`src/rtl/servo_pwm_pkg.sv`:
```
// Shared definitions for the multi-channel servo PWM block: register map
// and the pulse-width clamp applied to TARGET writes.
package servo_pwm_pkg;

  localparam logic [4:0] ADDR_CTRL         = 5'd0;
  localparam logic [4:0] ADDR_STATUS       = 5'd1;
  localparam logic [4:0] ADDR_SLEW         = 5'd2;
  localparam logic [4:0] ADDR_TARGET_BASE  = 5'd8;
  localparam logic [4:0] ADDR_CURRENT_BASE = 5'd16;

  function automatic logic [63:0] clamp_ticks(input logic [63:0] val,
                                              input logic [63:0] lo,
                                              input logic [63:0] hi);
    logic [63:0] res;
    res = val;
    if (val < lo) res = lo;
    else if (val > hi) res = hi;
    return res;
  endfunction

endpackage

```
`src/rtl/servo_channel.sv`:
```
// One servo channel: target/current width registers, per-frame slew step,
// and the registered compare against the shared frame counter.
module servo_channel
  import servo_pwm_pkg::*;
#(
  parameter int CNT_W  = 20,
  parameter int CENTER = 75000
) (
  input  logic             clk,
  input  logic             reset,
  input  logic [CNT_W-1:0] i_cnt,
  input  logic             i_wrap,
  input  logic             i_en,
  input  logic [CNT_W-1:0] i_slew,
  input  logic             i_wr_target,
  input  logic [CNT_W-1:0] i_target_wdata,
  output logic [CNT_W-1:0] o_target,
  output logic [CNT_W-1:0] o_cur,
  output logic             o_busy,
  output logic             o_servo
);

  logic [CNT_W-1:0] r_target;
  logic [CNT_W-1:0] r_cur;
  logic             r_servo;

  logic [CNT_W:0]   w_cur_x;
  logic [CNT_W:0]   w_tgt_x;
  logic [CNT_W:0]   w_slew_x;
  logic [CNT_W:0]   w_diff;
  logic             w_up;
  logic [CNT_W-1:0] w_next;

  // One extra bit keeps the difference and step free of wraparound.
  always_comb begin
    w_cur_x  = {1'b0, r_cur};
    w_tgt_x  = {1'b0, r_target};
    w_slew_x = {1'b0, i_slew};
    w_up     = (r_target > r_cur);
    w_diff   = w_up ? (w_tgt_x - w_cur_x) : (w_cur_x - w_tgt_x);
    w_next   = r_target;
    if ((i_slew != '0) && (w_diff > w_slew_x)) begin
      if (w_up) w_next = CNT_W'(w_cur_x + w_slew_x);
      else      w_next = CNT_W'(w_cur_x - w_slew_x);
    end
  end

  always_ff @(posedge clk or posedge reset) begin
    if (reset) begin
      r_target <= CNT_W'(CENTER);
      r_cur    <= CNT_W'(CENTER);
      r_servo  <= 1'b0;
    end else begin
      if (i_wr_target) r_target <= i_target_wdata;
      if (i_wrap)      r_cur    <= w_next;
      // High for cnt = 0 .. cur-1, seen one cycle later: exactly cur cycles.
      r_servo <= i_en && (i_cnt < r_cur);
    end
  end

  assign o_target = r_target;
  assign o_cur    = r_cur;
  assign o_busy   = (r_cur != r_target);
  assign o_servo  = r_servo;

endmodule

```
`src/rtl/servo_pwm_multi.sv`:
```
// Multi-channel hobby-servo PWM generator on an Avalon-MM slave: shared frame
// counter, CTRL/SLEW registers, address decode and registered read mux.
module servo_pwm_multi
  import servo_pwm_pkg::*;
#(
  parameter int NUM_CH       = 4,
  parameter int PERIOD_TICKS = 1000000,
  parameter int MIN_TICKS    = 50000,
  parameter int MAX_TICKS    = 100000,
  parameter int DATA_W       = 32
) (
  input  logic              clk,
  input  logic              reset,
  input  logic [4:0]        avs_address,
  input  logic              avs_chipselect,
  input  logic              avs_write,
  input  logic [DATA_W-1:0] avs_writedata,
  input  logic              avs_read,
  output logic [DATA_W-1:0] avs_readdata,
  output logic [NUM_CH-1:0] servo_out,
  output logic              frame_start
);

  localparam int CNT_W  = $clog2(PERIOD_TICKS);
  localparam int CENTER = (MIN_TICKS + MAX_TICKS) / 2;

  logic [CNT_W-1:0]  r_cnt;
  logic              r_frame_start;
  logic [NUM_CH-1:0] r_ctrl;
  logic [NUM_CH-1:0] r_en_shadow;
  logic [CNT_W-1:0]  r_slew;
  logic [DATA_W-1:0] r_readdata;

  logic              w_wrap;
  logic              w_wr;
  logic              w_rd;
  logic [CNT_W-1:0]  w_tgt_wdata;
  logic [DATA_W-1:0] w_rdata;
  logic [CNT_W-1:0]  w_cur [NUM_CH];
  logic [CNT_W-1:0]  w_tgt [NUM_CH];
  logic [NUM_CH-1:0] w_busy;
  logic [NUM_CH-1:0] w_wr_tgt;

  // Bus handshake: chipselect qualifies avs_read/avs_write; there is no
  // waitrequest, a write lands on the next edge, readdata is registered and
  // valid the cycle after avs_read.
  assign w_wr        = avs_chipselect && avs_write;
  assign w_rd        = avs_chipselect && avs_read;
  assign w_wrap      = (r_cnt == CNT_W'(PERIOD_TICKS - 1));
  assign w_tgt_wdata = CNT_W'(clamp_ticks(64'(avs_writedata),
                                          64'(MIN_TICKS), 64'(MAX_TICKS)));

  always_ff @(posedge clk or posedge reset) begin
    if (reset) begin
      r_cnt         <= '0;
      r_frame_start <= 1'b0;
      r_ctrl        <= '0;
      r_en_shadow   <= '0;
      r_slew        <= '0;
      r_readdata    <= '0;
    end else begin
      r_cnt         <= w_wrap ? '0 : r_cnt + 1'b1;
      r_frame_start <= w_wrap;
      if (w_wrap) r_en_shadow <= r_ctrl;
      if (w_wr && (avs_address == ADDR_CTRL)) r_ctrl <= NUM_CH'(avs_writedata);
      if (w_wr && (avs_address == ADDR_SLEW)) r_slew <= CNT_W'(avs_writedata);
      if (w_rd) r_readdata <= w_rdata;
    end
  end

  always_comb begin
    w_rdata = '0;
    if (avs_address == ADDR_CTRL)        w_rdata = DATA_W'(r_ctrl);
    else if (avs_address == ADDR_STATUS) w_rdata = DATA_W'(w_busy);
    else if (avs_address == ADDR_SLEW)   w_rdata = DATA_W'(r_slew);
    for (int i = 0; i < NUM_CH; i++) begin
      if (avs_address == 5'(ADDR_TARGET_BASE + i))  w_rdata = DATA_W'(w_tgt[i]);
      if (avs_address == 5'(ADDR_CURRENT_BASE + i)) w_rdata = DATA_W'(w_cur[i]);
    end
  end

  for (genvar g = 0; g < NUM_CH; g++) begin : g_ch
    assign w_wr_tgt[g] = w_wr && (avs_address == 5'(ADDR_TARGET_BASE + g));

    servo_channel #(
      .CNT_W  (CNT_W),
      .CENTER (CENTER)
    ) u_ch (
      .clk            (clk),
      .reset          (reset),
      .i_cnt          (r_cnt),
      .i_wrap         (w_wrap),
      .i_en           (r_en_shadow[g]),
      .i_slew         (r_slew),
      .i_wr_target    (w_wr_tgt[g]),
      .i_target_wdata (w_tgt_wdata),
      .o_target       (w_tgt[g]),
      .o_cur          (w_cur[g]),
      .o_busy         (w_busy[g]),
      .o_servo        (servo_out[g])
    );
  end

  assign avs_readdata = r_readdata;
  assign frame_start  = r_frame_start;

endmodule

```
`config.mk`:
```
export PLATFORM = sky130hd
export DESIGN_NAME = servo_pwm_multi
export DESIGN_NICKNAME = d
export VERILOG_FILES = /design/src/rtl/servo_pwm_pkg.sv /design/src/rtl/servo_channel.sv /design/src/rtl/servo_pwm_multi.sv
export SDC_FILE = /design/constraint.sdc
export NUM_CORES = 1
export LEC_CHECK = 0
export CORE_UTILIZATION = 30
export DETAILED_ROUTE_END_ITERATION = 8
export REMOVE_ABC_BUFFERS = 1
export SYNTH_ARGS = -nofsm -noshare
export SYNTH_HDL_FRONTEND = slang
export SYNTH_SLANG_ARGS = --single-unit
```
`constraint.sdc`:
```
create_clock -name clk -period 9.4 [get_ports clk]
set_input_delay 2.35 -clock clk [delete_from_list [all_inputs] [get_ports clk]]
set_output_delay 2.35 -clock clk [all_outputs]
set_load 0.03 [all_outputs]
```
==> reports/qor.yml <==
worst_setup_path:
  crit_required_ns: 9.87
  reg2reg_setup_slack_ns: 2.25
  cp.arrival_ns: 7.63
  rr_worst_depth: 23
  worst-path-max-fanout: 30
  crit_path_start_kind: "flip-flop"
  reg2reg_to: "g_ch[0].u_ch.o_cur[19]$_DFFE_PP0P_"
  critPathKind: "flip-flop to flip-flop"
  r2r-start: "g_ch[0].u_ch.o_cur[1]$_DFFE_PP0P_"
  endpoint_kind: "flip-flop"
drt:
  antenna_left: 0
  totalWireLength_um: 113000
  drtIter0Drc: 3328
  vias: 25929
  drc: 0
  wl_per_cell_um: 25.1
  drt_pass1_iterations: 6
  viasPerCell: 5.77
power:
  p_sw_share_pct: 43.9
  p_comb_share_pct: 52.3
  clkPwrFrac_pct: 25.1
  p_per_area_mw_per_mm2: 179
  leakagePower_uw: 0.0131
  switchingPower_uw: 2320
  ir_drop_uv: 165
  seqPwrFrac_pct: 22.6
  power.internal_uw: 2960
sta:
  skew_ns: 0.0278
  hold_violations: 0
  worst_slew_pin_slew_ns: 1.53
  rsz0062_at_grt: "no"
  slew_headroom_pct: -2.32
  fmax_ghz: 0.140
  slew_viol_final: 5
  setup_tns_ns: 0
  setup_viol_count_final: 0
  period_needed_ns: 7.15
  setup_slack_ns: 2.25
  finalCritPeriodShare_pct: 76.1
worst_hold_path:
  hold_end: "r_en_shadow[2]$_DFFE_PP0P_"
  holdPathStages: 2
  min_path_type: "flip-flop to flip-flop"
  hold_start: "r_en_shadow[2]$_DFFE_PP0P_"
cells_and_area:
  nets: 3759
  drive_above_1_share_pct: 6.18
  mostFrequentLayoutCells: "ha_1 (394), nand2_1 (336), a21oi_1 (304)"
  area_growth_pct: 10.8
  fillers: 9263
  final_common_cell: "ha_1"
cts:
  cts_max_level: 1
  clock-sinks: 233
  cts_max_path_buffers: 3
  cts_setup_buffers: 0
  cts_tree: "yes"
  clk_pin_slew_ns: 0.06
  clockRootBuffer: "clkbuf_16"
  postCtsHoldBufs: 0
  cts_resized: 0
  worstSkewPairLatency_ns: 0.62
  cts_buffers: 31
yosys:
  netlist_area_mm2: 0.0266
  synth-simple-area-share_pct: 16.2
  syn_inst: 3336
  ys.flop_type: "dfrtp_1"
  synth-edff-count: 0
  synth_xor_area_share_pct: 7.30
  synth_area_per_cell_um2: 7.98
  seq_area_frac_synth_pct: 22.2
  yosysUniqueCellTypes: 96
  synth_mux_area_share_pct: 3.75
  yosysWarnings: 0
  async_flop_share_pct: 100
  synth_fa_ha_area_share_pct: 19.4
  synth_compound_area_share_pct: 24.9
  synth_top_family_by_area: "compound AO/OA/AOI/OAI gates"
  synth_seq_cells: 233
flow_run:
  maxCapViolations: 1
floorplanning:
  initial_utilization_pct: 30.5
  coreArea_mm2: 0.0873
  die_w_um: 300
  rows: 108
  die_area_mm2: 0.0899
  die_height_um: 300
  ios: 79
status:
  status: "finished, violations left"
  violations: "capacitance limit, slew limit"
grt:
  grt_max_degree: 140
  grt_pass1_wl_um: 164000
  first_global_vias: 24594
  grtUsageTotal_pct: 24.5
  grt_antenna_before_repair: 7
  grt-ovfl-total: 0
placed_design:
  routabilityCongestion: 0.985
  io_buffers: 66
  dpl.hpwl_um: 88500
  pre_cts_slack_ns: 2.44
## cell families (layout without fill, tap and decap cells)
group | count (synthesis) | count (layout)
compound gates | 1049 | 1049
xor+xnor | 222 | 222
fa+ha+maj | 406 | 406
buf+inv | 406 | 395
flops | 233 | 233
mux | 97 | 97
other cells | 1 | 14
simple gates | 922 | 922
## metrics by stage
| stage | total power [uW] | instance area [um2] | hold slack (ns) | instances | util (%) |
|---|---|---|---|---|---|
| after detailed placement | 3920 | 28400 | 0.465 | 4433 | 32.5 |
| final | 5290 | 29500 | 0.475 | 4493 | 33.8 |
| after global routing | 5590 | 29500 | 0.501 | 4491 | 33.8 |
| after CTS | 5260 | 29500 | 0.479 | 4491 | 33.8 |
| after global placement | 3910 | 28400 | 0.465 | 4433 | 32.5 |
| after floorplan | 3130 | 25900 | 0.439 | 3173 | - |
## layout make-up
| class | instances | area [um2] | share of cell area (%) |
|---|---|---|---|
| Clock inverter | 14 | 215 | 0.730 |
| Inverter | 232 | 878 | 2.98 |
| Timing Repair Buffer | 105 | 966 | 3.28 |
| Sequential cell | 233 | 5910 | 20.0 |
| Clock buffer | 44 | 885 | 3.00 |
| Antenna cell | 2 | 5.00 | 0.0170 |
| Tap cell | 1155 | 1450 | 4.90 |
| Multi-Input combinational cell | 2708 | 19200 | 65.1 |
## registers in the layout, summed over array words and instances, names as in the netlist
| signal | count |
|---|---|
| g_ch.u_ch.o_servo | 4 |
| r_en_shadow | 4 |
| g_ch.u_ch.o_target | 80 |
| frame_start | 1 |
| r_slew | 20 |
| avs_readdata | 20 |
| r_ctrl | 4 |
| g_ch.u_ch.o_cur | 80 |
| r_cnt | 20 |
## worst max-delay path: stages, from the launching register on
cell       delay [ns]
dfrtp_1          0.58
inv_1            0.18
ha_1             0.38
nor2b_1          0.17
o31ai_1          0.36
a21oi_1          0.24
a2111oi_1        0.68
or3_1            1.03
nand3_1          0.15
nand3_1          0.15
o2bb2ai_1        0.18
a31oi_1          0.22
o21ai_1          0.24
xor2_1           0.13
ha_1             0.35
nand4_1          0.12
nor4_1           0.41
a22oi_1          0.11
a21bo_2          0.25
a21o_1           0.27
buf_4            0.41
nor3_1           0.08
mux2i_1          0.18
o211ai_1         0.12
## worst max path at each step
stage                                    endpoint                         startpoint  cells after the start  slack, ns
4_1_cts        g_ch[0].u_ch.o_cur[19]$_DFFE_PP0P_  g_ch[0].u_ch.o_cur[1]$_DFFE_PP0P_                     23       2.42
5_1_grt        g_ch[0].u_ch.o_cur[19]$_DFFE_PP0P_  g_ch[0].u_ch.o_cur[1]$_DFFE_PP0P_                     23       1.98
3_5_place_dp   g_ch[0].u_ch.o_cur[19]$_DFFE_PP0P_  g_ch[0].u_ch.o_cur[1]$_DFFE_PP0P_                     23       2.44
2_1_floorplan         avs_readdata[0]$_DFFE_PP0P_                              reset                      1       0.77
3_3_place_gp   g_ch[0].u_ch.o_cur[19]$_DFFE_PP0P_  g_ch[0].u_ch.o_cur[1]$_DFFE_PP0P_                     23       2.41
6_report       g_ch[0].u_ch.o_cur[19]$_DFFE_PP0P_  g_ch[0].u_ch.o_cur[1]$_DFFE_PP0P_                     23       2.25
## cell usage after synthesis, drive strengths merged (23+ instances only)
library cell / n / share of area [%]
o21ai: 266 / 5.0
a221oi: 23 / 0.78
o21bai: 30 / 0.85
clkbuf: 125 / 1.8
xor2: 51 / 1.7
inv: 224 / 3.2
buf: 49 / 1.2
a21oi: 305 / 5.7
dfrtp: 169 / 16
nor3: 47 / 0.90
a21o: 145 / 4.1
nand3: 60 / 1.1
nor2: 239 / 3.4
mux2i: 80 / 3.0
nand2: 336 / 4.7
a211oi: 33 / 0.93
o21a: 36 / 1.0
xnor2: 171 / 5.6
ha: 394 / 19
dfstp: 64 / 6.3
nand4: 53 / 1.2
a22oi: 44 / 1.2
nor2b: 48 / 1.1
a31oi: 36 / 0.85
## power by group through the flow
stage	logic, uW	registers, uW	clock network (uW)
CTS	2730	1190	1340
finish	2770	1200	1330
global placement	2710	1200	0
global route	3010	1200	1370
detailed placement	2720	1200	0
floorplan	1960	1170	0
## layer usage
layer	wire length [um]	GRT usage [%]
met4	5360	10.0
met2	49000	38.3
met3	10200	3.32
met1	48000	33.7
met5	69	0
Power figures use the tool's default switching activity.
